===== config.mk =====
export PLATFORM = sky130hd
export DESIGN_NAME = serial_word_rx
export DESIGN_NICKNAME = d
export VERILOG_FILES = /design/src/rtl/serial_word_rx.sv
export SDC_FILE = /design/constraint.sdc
export NUM_CORES = 1
export LEC_CHECK = 0
export CORE_AREA = 2 2 39 41
export DETAILED_ROUTE_END_ITERATION = 10
export DIE_AREA = 0 0 41 43
export DONT_BUFFER_PORTS = 1
export PLACE_DENSITY = 0.77
export SLEW_MARGIN = 25
export SYNTH_ARGS = -nofsm -noshare
export SYNTH_HDL_FRONTEND = slang
export SYNTH_SLANG_ARGS = --single-unit

===== constraint.sdc =====
create_clock -name clk -period 1.3 [get_ports clk]
set_input_delay 0.065 -clock clk [delete_from_list [all_inputs] [get_ports clk]]
set_output_delay 0.065 -clock clk [all_outputs]
set_load 0.05 [all_outputs]

===== src/rtl/serial_word_rx.sv =====
// Serial-to-parallel word receiver: frames of WIDTH bits (LSB- or MSB-first) into a one-word valid/ready holding register.
// Optional even-parity bit per frame when SERIAL_WORD_RX_PARITY_EN is defined (adds PAR state and parity_err port).
module serial_word_rx #(
  parameter int WIDTH = 4
) (
  input  logic             clk,
  input  logic             rst,
  input  logic             sin_valid,
  input  logic             sin,
  input  logic             sof,
  input  logic             dir,
  input  logic             out_ready,
  input  logic             clr_ovf,
  output logic             out_valid,
  output logic [WIDTH-1:0] out_data,
  output logic             busy,
  output logic             overflow,
`ifdef SERIAL_WORD_RX_PARITY_EN
  output logic             parity_err,
`endif
  output logic             frame_err
);

  localparam int CW = $clog2(WIDTH + 1);
  localparam logic [CW-1:0] LAST = CW'(WIDTH - 1);

`ifdef SERIAL_WORD_RX_PARITY_EN
  typedef enum logic [1:0] {IDLE, SHIFT, PAR} state_t;
`else
  typedef enum logic [1:0] {IDLE, SHIFT} state_t;
`endif

  state_t           state, state_n;
  logic [CW-1:0]    cnt, cnt_n;
  logic [WIDTH-1:0] sreg, sreg_n;
  logic             dir_q, dir_n;
  logic             done, done_n;
  logic             ferr_n;
  logic             perr_n;

  always_comb begin
    state_n = state;
    cnt_n   = cnt;
    sreg_n  = sreg;
    dir_n   = dir_q;
    done_n  = 1'b0;
    ferr_n  = 1'b0;
    perr_n  = 1'b0;
    if (sin_valid) begin
      if (sof) begin
        // A sof always starts a fresh frame; mid-frame it aborts the old one.
        ferr_n  = (state != IDLE);
        dir_n   = dir;
        cnt_n   = CW'(1);
        state_n = SHIFT;
        sreg_n  = dir ? {{(WIDTH-1){1'b0}}, sin} : {sin, {(WIDTH-1){1'b0}}};
      end else begin
        case (state)
          SHIFT: begin
            sreg_n = dir_q ? {sreg[WIDTH-2:0], sin} : {sin, sreg[WIDTH-1:1]};
            if (cnt == LAST) begin
`ifdef SERIAL_WORD_RX_PARITY_EN
              state_n = PAR;
              cnt_n   = CW'(WIDTH);
`else
              state_n = IDLE;
              cnt_n   = '0;
              done_n  = 1'b1;
`endif
            end else begin
              cnt_n = cnt + CW'(1);
            end
          end
`ifdef SERIAL_WORD_RX_PARITY_EN
          PAR: begin
            state_n = IDLE;
            cnt_n   = '0;
            if (sin == ^sreg) done_n = 1'b1;
            else              perr_n = 1'b1;
          end
`endif
          default: ;
        endcase
      end
    end
  end

  always_ff @(posedge clk) begin
    if (rst) begin
      state     <= IDLE;
      cnt       <= '0;
      sreg      <= '0;
      dir_q     <= 1'b0;
      done      <= 1'b0;
      frame_err <= 1'b0;
      out_valid <= 1'b0;
      out_data  <= '0;
      overflow  <= 1'b0;
    end else begin
      state     <= state_n;
      cnt       <= cnt_n;
      sreg      <= sreg_n;
      dir_q     <= dir_n;
      done      <= done_n;
      frame_err <= ferr_n;
      // done means sreg holds the word completed on the previous edge.
      if (done && (!out_valid || out_ready)) begin
        out_data  <= sreg;
        out_valid <= 1'b1;
      end else if (out_valid && out_ready) begin
        out_valid <= 1'b0;
      end
      if (done && out_valid && !out_ready) overflow <= 1'b1;
      else if (clr_ovf)                    overflow <= 1'b0;
    end
  end

`ifdef SERIAL_WORD_RX_PARITY_EN
  always_ff @(posedge clk) begin
    if (rst) parity_err <= 1'b0;
    else     parity_err <= perr_n;
  end
`else
  logic unused_perr;
  assign unused_perr = perr_n;
`endif

  assign busy = (state != IDLE);

endmodule


# Word level (Yosys, flattened, before mapping)
# Index checks and enable logic that the tools add are counted.
totals:
  wordCells: 47
  register_bits: 18
  output_inout_bits: 8
  inputBits: 8
op_classes:
  bitwise: 3
  muxes: 15
  n_eq_ne: 2
  add_sub_neg: 1
  n_reduce_logical: 17
op_table:
  columns: ["cell", "n"]
  rows:
  - ["$mux W4", 4]
  - ["$reduce_bool A2 Y1", 5]
  - ["$mux W3", 3]
  - ["$mux W2", 3]
  - ["$mux W1", 5]
  - ["$logic_and A1 B1 Y1", 4]
  - ["$reduce_and A2 Y1", 2]
  - ["$reduce_or A4 Y1", 1]
  - ["$add A3 B1 Y3 const B", 1]
  - ["$eq A3 B2 Y1 const B", 1]
  - ["$not A1 Y1", 3]
  - ["$reduce_and A3 Y1", 1]
  - ["$reduce_or A3 Y1", 1]
  - ["$eq A2 B1 Y1 const B", 1]
  - ["$logic_not A1 Y1", 2]
  - ["$logic_or A1 B1 Y1", 1]

# Longest topological paths before layout
# Gate-level depths: netlist of the first run.
depth:
  ltp_word: 4
  depth_mapped: 4
  ltp_nobuf: 4

# Worst setup path after synthesis of the first run
# No wires, ideal clock.
synth_path:
  kind: "register to register"
  startpoint: "register state[0]"
  endpoint: "register cnt[0]"
  stages_incl_launch_ff: 4
  n_path_buf: 0
  t_arrival_ps: 1282
  synth_period_minus_slack_ps: 1357
  t_required_ps: 1226
  slack_ps: -57
  setup_time_ps: 74
  path_cell_list: "dfxtp_1 > nand2_2 > or3b_1 > a31oi_1"
synth_between:
  elab_chain_len: 3
synth_rtl:
  columns: ["item", "line_no", "source"]
  rows:
  - ["from (decl)", "33", "state_t state, state_n;"]
  - ["from (signal assigned)", "100", "state <= state_n;"]
  - ["$eq A2 B1 Y1", "58", "case (state)"]
  - ["$reduce_bool A2 Y1 (no line)", null, null]
  - ["$reduce_and A2 Y1 (no line)", null, null]
  - ["to (signal assigned)", "101", "cnt <= cnt_n;"]
  - ["to (decl)", "34", "logic [CW-1:0] cnt, cnt_n;"]
# No other way between the ends.
# A chain may end at the register's enable or synchronous reset.

# Final worst setup path of the first run
layout_path:
  startpoint: "input port sof"
  endpoint: "register state[0]"
layout_between:
  elab_chain_len: 2
  word_cells_on_any_way: 4
  cone_classes: "1 x mux; 3 x reduce/logical"
layout_rtl:
  columns: ["item", "line_no", "source"]
  rows:
  - ["from (decl)", "10", "input logic sof,"]
  - ["$reduce_bool A2 Y1 (no line)", null, null]
  - ["$reduce_and A3 Y1 (no line)", null, null]
# Several ways; a longest one is shown, not always the timed one.

==> impl_metrics.yaml, run 1 <==
yosys:
  synth_warnings: 0
  synth_fp_nets: 83
  synth_top_area_share_pct: 49.1
  yosysTopAreaCell: "dfxtp_1"
  syn_inst: 74
  syn_avg_cell_area_um2: 9.37
  synth_cell_types: 23
  synth_seq_cells: 17
  synthTopCellsByArea: "dfxtp_1 (49%), a21oi_1 (6.5%), mux2i_1 (5.8%)"
  syn_area_um2: 693
  synth_seq_area_share_pct: 49.1
critical_path:
  cp_cell_sequence: "dlygate4sd3_1 -> nand2_1 -> dlygate4sd3_1 -> a21oi_1"
  worstPathArrival_ps: 1490
  worstSetupPathType: "in2reg"
  r2r_cells: 4
  cp-end-kind: "flop"
  path_common_cell: "dlygate4sd3_1"
  critPathMaxStageDelay_ps: 590
  critPathSlowestCell: "dlygate4sd3_1"
  reg2reg_slack_ps: 80
  crit_fanout: 7
  cp_data_required_time_ps: 1520
  cp-start-kind: "input port"
die:
  start_util_pct: 50.1
  die_w_um: 41
  ios: 16
  row_count: 14
  dieArea_mm2: 0.00176
  die-height_um: 43
  core_area_mm2: 0.00138
power:
  power_uw: 906
  powerDensity_mw_per_mm2: 1050
  p_leak_nw: 0.341
  ir_drop_v: 0.000635
global_routing:
  grt-ovfl-total: 0
  busiest_layer: "met1"
  grt_pass1_vias: 535
  grt_use_met2_pct: 25.6
  grt_use_met3_pct: 6.81
  grt_antenna_before_repair: 0
  grt_max_degree: 14
  grt_use_total_pct: 19.2
  grt_use_met1_pct: 27.4
  grt_pass1_wl_mm: 2.31
route:
  via_per_inst: 5.59
  route.detailed.drc: 0
  wl_mm: 1.41
  wl_per_cell_um: 13.3
  ant_nets: 0
  drt_iter0_markers: 7
  firstDrtPassIters: 4
  via_count: 593
placed_design:
  placed_cell_area_um2: 753
  gp_congestion: 0.777
  pre_cts_ws_ps: 82.0
  place.port_buffers: 0
  hpwl_um: 943
cts:
  clockBufferDepth: 2
  clk_pin_slew_ps: 100
  htree_levels: 1
  clock_latency_ps: 280
  cts_setup_buffers: 0
  cts_tree: "done"
  cts_buffers: 3
  cts.sinks: 17
  cts-root-buf: "clkbuf_4"
timing:
  worst_slew_margin_rel_pct: 67.2
  setup_violations: 0
  grt_setup_unrepaired: "no"
  finClkSkew_ps: 2.54
  setup_ws_ps: 32.2
  drv_slew: 0
  fin_crit_ps: 1270
  holdWs_ps: 11.2
  setup_tns_ps: 0
  hold_viol: 0
  tightest_slew_ps: 491
  max_clock_freq_mhz: 789
  fin_crit_sh_pct: 97.5
layout:
  design_area_um2: 865
  antennaDiodeCount: 0
  largestRegisters: "out_data (4), sreg (4), cnt (3)"
  fin_nets: 100
  area_growth_pct: 24.7
  layout-drive-gt1-share_pct: 17.8
min_path:
  hold_path_class: "in2reg"
  holdPathStages: 2
status:
  status: "finished clean"
job:
  maxCapViolCount: 0
## per-stage QoR
stage / std cells / utilization, %
final: 106 / 62.5
after global routing: 106 / 62.5
after detailed placement: 94 / 54.4
after floorplan: 74 / -
after CTS: 105 / 61.5
after global placement: 94 / 54.4
## worst max-delay path, delay by kind of cell
kind                   cells  cell delay, ps
buffers and inverters      2            1180
and+or+nand+nor            1             120
AOI/OAI and AO/OA          1             120
## path summary, 6_finish.rpt
check / from / to
setup / recovery: sof / state[0]$_SDFFE_PP0P_
hold / removal: sin_valid / cnt[2]$_SDFFE_PP0P_
setup reg to reg: cnt[0]$_SDFFE_PP0P_ / cnt[0]$_SDFFE_PP0P_
hold reg to reg: cnt[2]$_SDFFE_PP0P_ / cnt[2]$_SDFFE_PP0P_
## cell families (layout without fill, tap and decap cells)
family	count (synthesis)	after routing	synth area share [%]
AO/OA/AOI/OAI	24	24	22.6
adder cells (fa/ha/maj)	1	1	1.80
buffers and inverters	6	22	3.61
flip-flops	17	17	49.1
multiplexers	4	4	5.78
AND/OR/NAND/NOR	22	22	17.1
## where the power goes
part	switching, mW	leakage [nW]	internal [mW]	total (mW)
Combinational	0.0390	0.185	0.0393	0.0783
Clock	0.166	0.0177	0.114	0.280
Sequential	0.0144	0.139	0.534	0.548
## cell type report
type | count | area, um^2
clock buffers | 3 | 22.5
flip-flops and latches | 17 | 343
multi-input cells | 51 | 330
inverters | 3 | 11.3
well taps | 16 | 20.0
clock inverters | 1 | 5.00
fillers | 123 | 519
repair buffers | 15 | 133
## cells in the mapped netlist
cell type,number
o211ai_1,1
nand2b_1,2
nor2_1,3
nor2b_1,2
o2bb2ai_1,3
o21a_1,1
nand2_2,1
ha_1,1
nand2_1,5
buf_2,2
dfxtp_1,17
nor3b_1,1
nand3_1,6
clkbuf_1,1
mux2i_1,4
or3_4,1
inv_1,3
or3b_1,1
o21ai_0,5
o221ai_1,1
a21oi_1,9
a31oi_1,1
o211a_1,3
## layout by cell type, fill, tap and decap left out, drive strengths merged
master,count
dfxtp,17
a21oi,9
dlygate4sd3,8
buf,7
nand3,6
nand2,6
o21ai,5
mux2i,4
nor2,3
inv,3
o211a,3
o2bb2ai,3
clkbuf,3
nor2b,2
nand2b,2
nor3b,1
o21a,1
o221ai,1
or3,1
or3b,1
a31oi,1
o211ai,1
ha,1
clkinv,1
## repair_timing
action | CTS | global route
hold endpoints to repair | 17 | 1
hold buffers | 7 | 1
gates resized for setup | 0 | 2
endpoints found under the setup margin | 0 | 1
## per-layer routing
layer / vias up / wire (um) / share of wire, %
met5: - / 0 / 0
met2: 9 / 685 / 49
met3: 2 / 53 / 3.8
met4: 0 / 9 / 0.64
met1: 281 / 659 / 47
li1: 301 / - / -
Power figures use the tool's default switching activity.
==> run 2: changes to the inputs <==
--- a/config.mk
+++ b/config.mk
@@ -5,11 +5,11 @@
 export SDC_FILE = /design/constraint.sdc
 export NUM_CORES = 1
 export LEC_CHECK = 0
-export CORE_AREA = 2 2 39 41
+export CORE_MARGIN = 2
+export CORE_UTILIZATION = 45
 export DETAILED_ROUTE_END_ITERATION = 10
-export DIE_AREA = 0 0 41 43
 export DONT_BUFFER_PORTS = 1
-export PLACE_DENSITY = 0.77
+export PLACE_DENSITY = 0.7
 export SLEW_MARGIN = 25
 export SYNTH_ARGS = -nofsm -noshare
 export SYNTH_HDL_FRONTEND = slang
==> constraint.sdc (replaced) <==
create_clock -name clk -period 1.45 [get_ports clk]
set_input_delay 0.0725 -clock clk [delete_from_list [all_inputs] [get_ports clk]]
set_output_delay 0.0725 -clock clk [all_outputs]
set_load 0.05 [all_outputs]
==> run 2 against run 1 <==
  * Sequential cell count did not move
  * Setup slack better by 96 ps
  * Critical path type is now reg2reg
  * Worst hold slack better by 14 ps
  * Largest cell class unchanged
  * Utilization is 4.1 points lower
==> impl_metrics.yaml, run 2 (synthesis gave the netlist of run 1 again) <==
cts:
  cts_buffers: 3
  cts_setup_buffers: 0
  hold_buffers: 7
  clockBufferDepth: 2
  htree_levels: 1
  cts-root-buf: "clkbuf_4"
  clk_pin_slew_ps: 100
  cts.sinks: 17
  clock_latency_ps: 290
  postCtsResizedCells: 0
  cts_tree: "done"
route:
  wl_mm: 1.49
  drt_iter0_markers: 11
  firstDrtPassIters: 4
  route.detailed.drc: 0
  wl_per_cell_um: 14.1
  via_count: 610
  via_per_inst: 5.75
  ant_nets: 0
timing:
  grt_setup_unrepaired: "no"
  max_clock_freq_mhz: 756
  hold_viol: 0
  finClkSkew_ps: 2.46
  worst_slew_margin_rel_pct: 67.6
  fin_crit_sh_pct: 91.2
  fin_crit_ps: 1320
  setup_ws_ps: 128
  drv_slew: 0
  setup_violations: 0
  setup_tns_ps: 0
  tightest_slew_ps: 484
critical_path:
  r2r_cells: 4
  cp-start-kind: "flop"
  setup.worst_path.start: "cnt[0]$_SDFFE_PP0P_"
  path_depth: 4
  path_delay_family: "simple AND/OR/NAND/NOR gates"
  crit_fanout: 4
  worstSetupPathType: "reg2reg"
  reg2reg_slack_ps: 130
  cp-end-kind: "flop"
  cp_data_required_time_ps: 1670
  worstPathArrival_ps: 1540
  critPathSlowestCell: "or3b_1"
  crit_end: "cnt[0]$_SDFFE_PP0P_"
  crit_buf_inv: 0
  cp_cell_sequence: "ha_1 -> nand2b_1 -> or3b_1 -> a31oi_1"
  r2r_start: "cnt[0]$_SDFFE_PP0P_"
  critPathMaxStageDelay_ps: 370
  r2r_end: "cnt[0]$_SDFFE_PP0P_"
layout:
  layout-drive-gt1-share_pct: 14.4
  area_growth_pct: 24.0
  antennaDiodeCount: 0
  final_common_cell: "dfxtp_1"
  fin_nets: 100
  largestRegisters: "out_data (4), sreg (4), cnt (3)"
  fin_util_pct: 58.4
  final_cell_mix: "dfxtp_1 (17), a21oi_1 (9), dlygate4sd3_1 (8)"
  design_area_um2: 860
die:
  dieArea_mm2: 0.00187
  row_count: 14
  ios: 16
  core_area_mm2: 0.00147
  start_util_pct: 47.1
  die_w_um: 43.2
  die-height_um: 43.2
global_routing:
  grt_pass1_wl_mm: 2.44
  grt_use_total_pct: 18.4
  grt-ovfl-total: 0
  grt_max_degree: 14
  grt_antenna_before_repair: 0
  grt_pass1_vias: 555
min_path:
  hold_path_class: "in2reg"
placed_design:
  hpwl_um: 973
  gp_congestion: 0.691
  pre_cts_ws_ps: 198
  placed_cell_area_um2: 752
  place.port_buffers: 0
power:
  power_uw: 818
  ir_drop_v: 0.000593
  p_leak_nw: 0.343
  powerDensity_mw_per_mm2: 952
job:
  maxCapViolCount: 0
status:
  status: "finished clean"
[run 2: cell type report]
cell class | instances | area, um^2
fillers | 135 | 612
flip-flops and latches | 17 | 340
multi-input cells | 51 | 328
repair buffers | 15 | 133
clock buffers | 3 | 22.5
well taps | 16 | 20.0
inverters | 3 | 11.3
clock inverters | 1 | 5.00
[run 2: worst min-delay path by stage]
stage               startpoint                        to  slack, ps  depth (start not counted)
floorplan                  dir        dir_q$_SDFFE_PP0P_        230                          2
global placement           rst     state[0]$_SDFFE_PP0P_        140                          1
detailed placement         rst  out_data[2]$_SDFFE_PP0P_        150                          1
CTS                        sof      sreg[0]$_SDFFE_PP0P_          9                          2
global route         sin_valid       cnt[0]$_SDFFE_PP0P_          6                          2
finish               sin_valid       cnt[0]$_SDFFE_PP0P_         20                          2
[run 2: metrics by stage]
step	hold slack [ps]	std cells
2_1_floorplan	233	74
3_3_place_gp	144	94
3_5_place_dp	146	94
4_1_cts	8.74	105
5_1_grt	5.67	106
6_report	24.7	106
[run 2: per-layer routing]
layer	vias up	track usage, %	part of all wire, %
li1	299	-	-
met1	294	19.8	45
met2	13	29.3	48
met3	4	8.09	5.4
met4	0	10.9	1.5
met5	-	0	0
[run 2: report_power, final]
part	switching (mW)	internal (mW)	total (mW)
clock network	0.153	0.103	0.256
registers	0.0124	0.477	0.490
logic	0.0373	0.0351	0.0724
total	0.203	0.615	0.818
==> run 3: changes to the inputs <==
--- a/config.mk
+++ b/config.mk
@@ -9,7 +9,7 @@
 export CORE_UTILIZATION = 45
 export DETAILED_ROUTE_END_ITERATION = 10
 export DONT_BUFFER_PORTS = 1
-export PLACE_DENSITY = 0.7
+export PLACE_DENSITY = 0.72
 export SLEW_MARGIN = 25
 export SYNTH_ARGS = -nofsm -noshare
 export SYNTH_HDL_FRONTEND = slang
==> constraint.sdc (replaced) <==
create_clock -name clk -period 1.2 [get_ports clk]
set_input_delay 0.06 -clock clk [delete_from_list [all_inputs] [get_ports clk]]
set_output_delay 0.06 -clock clk [all_outputs]
set_load 0.05 [all_outputs]
==> run 3 against run 2 <==
  * Final area up 0.44%
  * Non-clock buffer count down 2
  * Routed wire length down 1.7%
  * Sequential cell count unchanged
  * Via count down 1.8%
  * Global-route usage down 1.7 points
  * Critical endpoint unchanged
  * Largest cell class is now multi-input gates
  * Highest routed layer unchanged
==> impl_metrics.yaml, run 3 (synthesis gave the netlist of run 1 again) <==
critical_path:
  critPathMaxStageDelay_ps: 360
  reg2reg_slack_ps: 60
  r2r_cells: 4
  cp-start-kind: "flop"
  crit_fanout: 3
  critPathSlowestCell: "dfxtp_2"
  cp-end-kind: "flop"
  cp_cell_sequence: "ha_4 -> nand2b_4 -> or3b_1 -> a31oi_1"
  r2r_end: "cnt[0]$_SDFFE_PP0P_"
  r2r_start: "cnt[0]$_SDFFE_PP0P_"
  worstSetupPathType: "reg2reg"
  worstPathArrival_ps: 1370
  cp_data_required_time_ps: 1430
timing:
  fin_crit_sh_pct: 95.1
  setup_ws_ps: 59.4
  drv_slew: 0
  setup_violations: 0
  fin_crit_ps: 1140
  worst_slew_margin_rel_pct: 68.4
  finClkSkew_ps: 4.06
  tightest_slew_ps: 473
  max_clock_freq_mhz: 877
  hold_viol: 0
power:
  p_leak_nw: 0.345
  ir_drop_v: 0.000603
  powerDensity_mw_per_mm2: 1150
placed_design:
  pre_cts_ws_ps: 29.9
  dp.cells: 95
  gp_congestion: 0.749
  hpwl_mm: 1.03
  place.port_buffers: 0
status:
  status: "finished clean"
global_routing:
  grt_pass1_wl_mm: 2.32
  grt_max_degree: 14
  grt_use_total_pct: 16.6
  grt-ovfl-total: 0
  grt_antenna_before_repair: 0
  grt_pass1_vias: 537
layout:
  multiInputGateArea_um2: 348
  largestRegisters: "out_data (4), sreg (4), cnt (3)"
  fin_util_pct: 58.7
  final_cell_mix: "dfxtp_1 (13), a21oi_1 (9), buf_4 (8)"
  finalNonFillerCells: 104
  area_growth_pct: 24.5
  seq_area_um2: 345
  fillerInstances: 139
  antennaDiodeCount: 0
  layout-drive-gt1-share_pct: 21.6
  fin_nets: 98
  final_common_cell: "dfxtp_1"
route:
  wl_per_cell_um: 14.1
  ant_nets: 0
  wl_mm: 1.47
  via_per_inst: 5.76
  route.detailed.drc: 0
  firstDrtPassIters: 4
  drt_iter0_markers: 14
  via_count: 599
cts:
  clockBufferDepth: 2
  cts.sinks: 17
  cts-root-buf: "clkbuf_4"
  clock_latency_ps: 300
  cts_tree: "done"
  clk_pin_slew_ps: 100
  htree_levels: 1
  cts_buffers: 3
die:
  dieArea_mm2: 0.00187
  start_util_pct: 47.1
  die-height_um: 43.2
  core_area_mm2: 0.00147
  die_w_um: 43.2
  ios: 16
  row_count: 14
min_path:
  hold_start: "sof"
  hold_path_class: "in2reg"
  holdPathStages: 2
  hold_end: "sreg[0]$_SDFFE_PP0P_"
job:
  maxCapViolCount: 0
run 3: cell types whose count changed in the layout (fill, tap and decap cells not counted), sizes merged:
cell / before / now
dlygate4sd3: 8 / 4
buf: 7 / 8
clkbuf: 3 / 4
clkinv: 1 / 0
dlymetal6s4s: 0 / 1
run 3: cell type report:
cell class                      count  share of cell area, %
Multi-Input combinational cell     51                   40.3
Clock buffer                        4                   3.04
Timing Repair Buffer               13                   13.0
Sequential cell                    17                   40.0
Inverter                            3                   1.30
Tap cell                           16                   2.32
run 3: worst max path at each step:
stage,from,depth (start not counted),end,slack (ps)
floorplan,state[0]$_SDFFE_PP0P_,3,cnt[0]$_SDFFE_PP0P_,40
global placement,cnt[0]$_SDFFE_PP0P_,4,cnt[0]$_SDFFE_PP0P_,60
detailed placement,cnt[0]$_SDFFE_PP0P_,4,cnt[0]$_SDFFE_PP0P_,30
CTS,cnt[0]$_SDFFE_PP0P_,4,cnt[0]$_SDFFE_PP0P_,3
global route,cnt[0]$_SDFFE_PP0P_,4,cnt[0]$_SDFFE_PP0P_,-10
finish,cnt[0]$_SDFFE_PP0P_,4,cnt[0]$_SDFFE_PP0P_,60
run 3: routing by layer:
metal	up-vias	GRT usage [%]	wire length, um
li1	296	-	-
met1	287	22.0	695
met2	11	24.5	691
met3	5	2.98	45
met4	0	10.9	36
met5	-	0	0
run 3: timing repair:
action | in CTS | in global routing
hold buffers | 5 | 0
hold endpoints to repair | 17 | 0
setup endpoints to repair | 0 | 3
setup buffers | 0 | 0
resized for setup | 0 | 6
run 3: metrics by stage:
stage	power, mW	cell area, um^2	hold slack, ps	TNS, ps
after floorplan	0.658	696	221	0
after global placement	0.660	762	124	0
after detailed placement	0.663	762	128	0
after CTS	0.985	838	7.31	0
after global routing	1.02	863	12.4	-10.1
final	0.994	863	3.97	0
run 3: worst max-delay path, delay by kind of cell, from the launching register on:
kind | cells | cell delay, ps
and+or+nand+nor | 2 | 390
DFF | 1 | 360
AOI/OAI and AO/OA | 1 | 160
adders and majority gates | 1 | 170
run 3: report_power, final:
part	internal, mW	switching [mW]
clock	0.130	0.186
combinational	0.0386	0.0441
sequential	0.578	0.0174
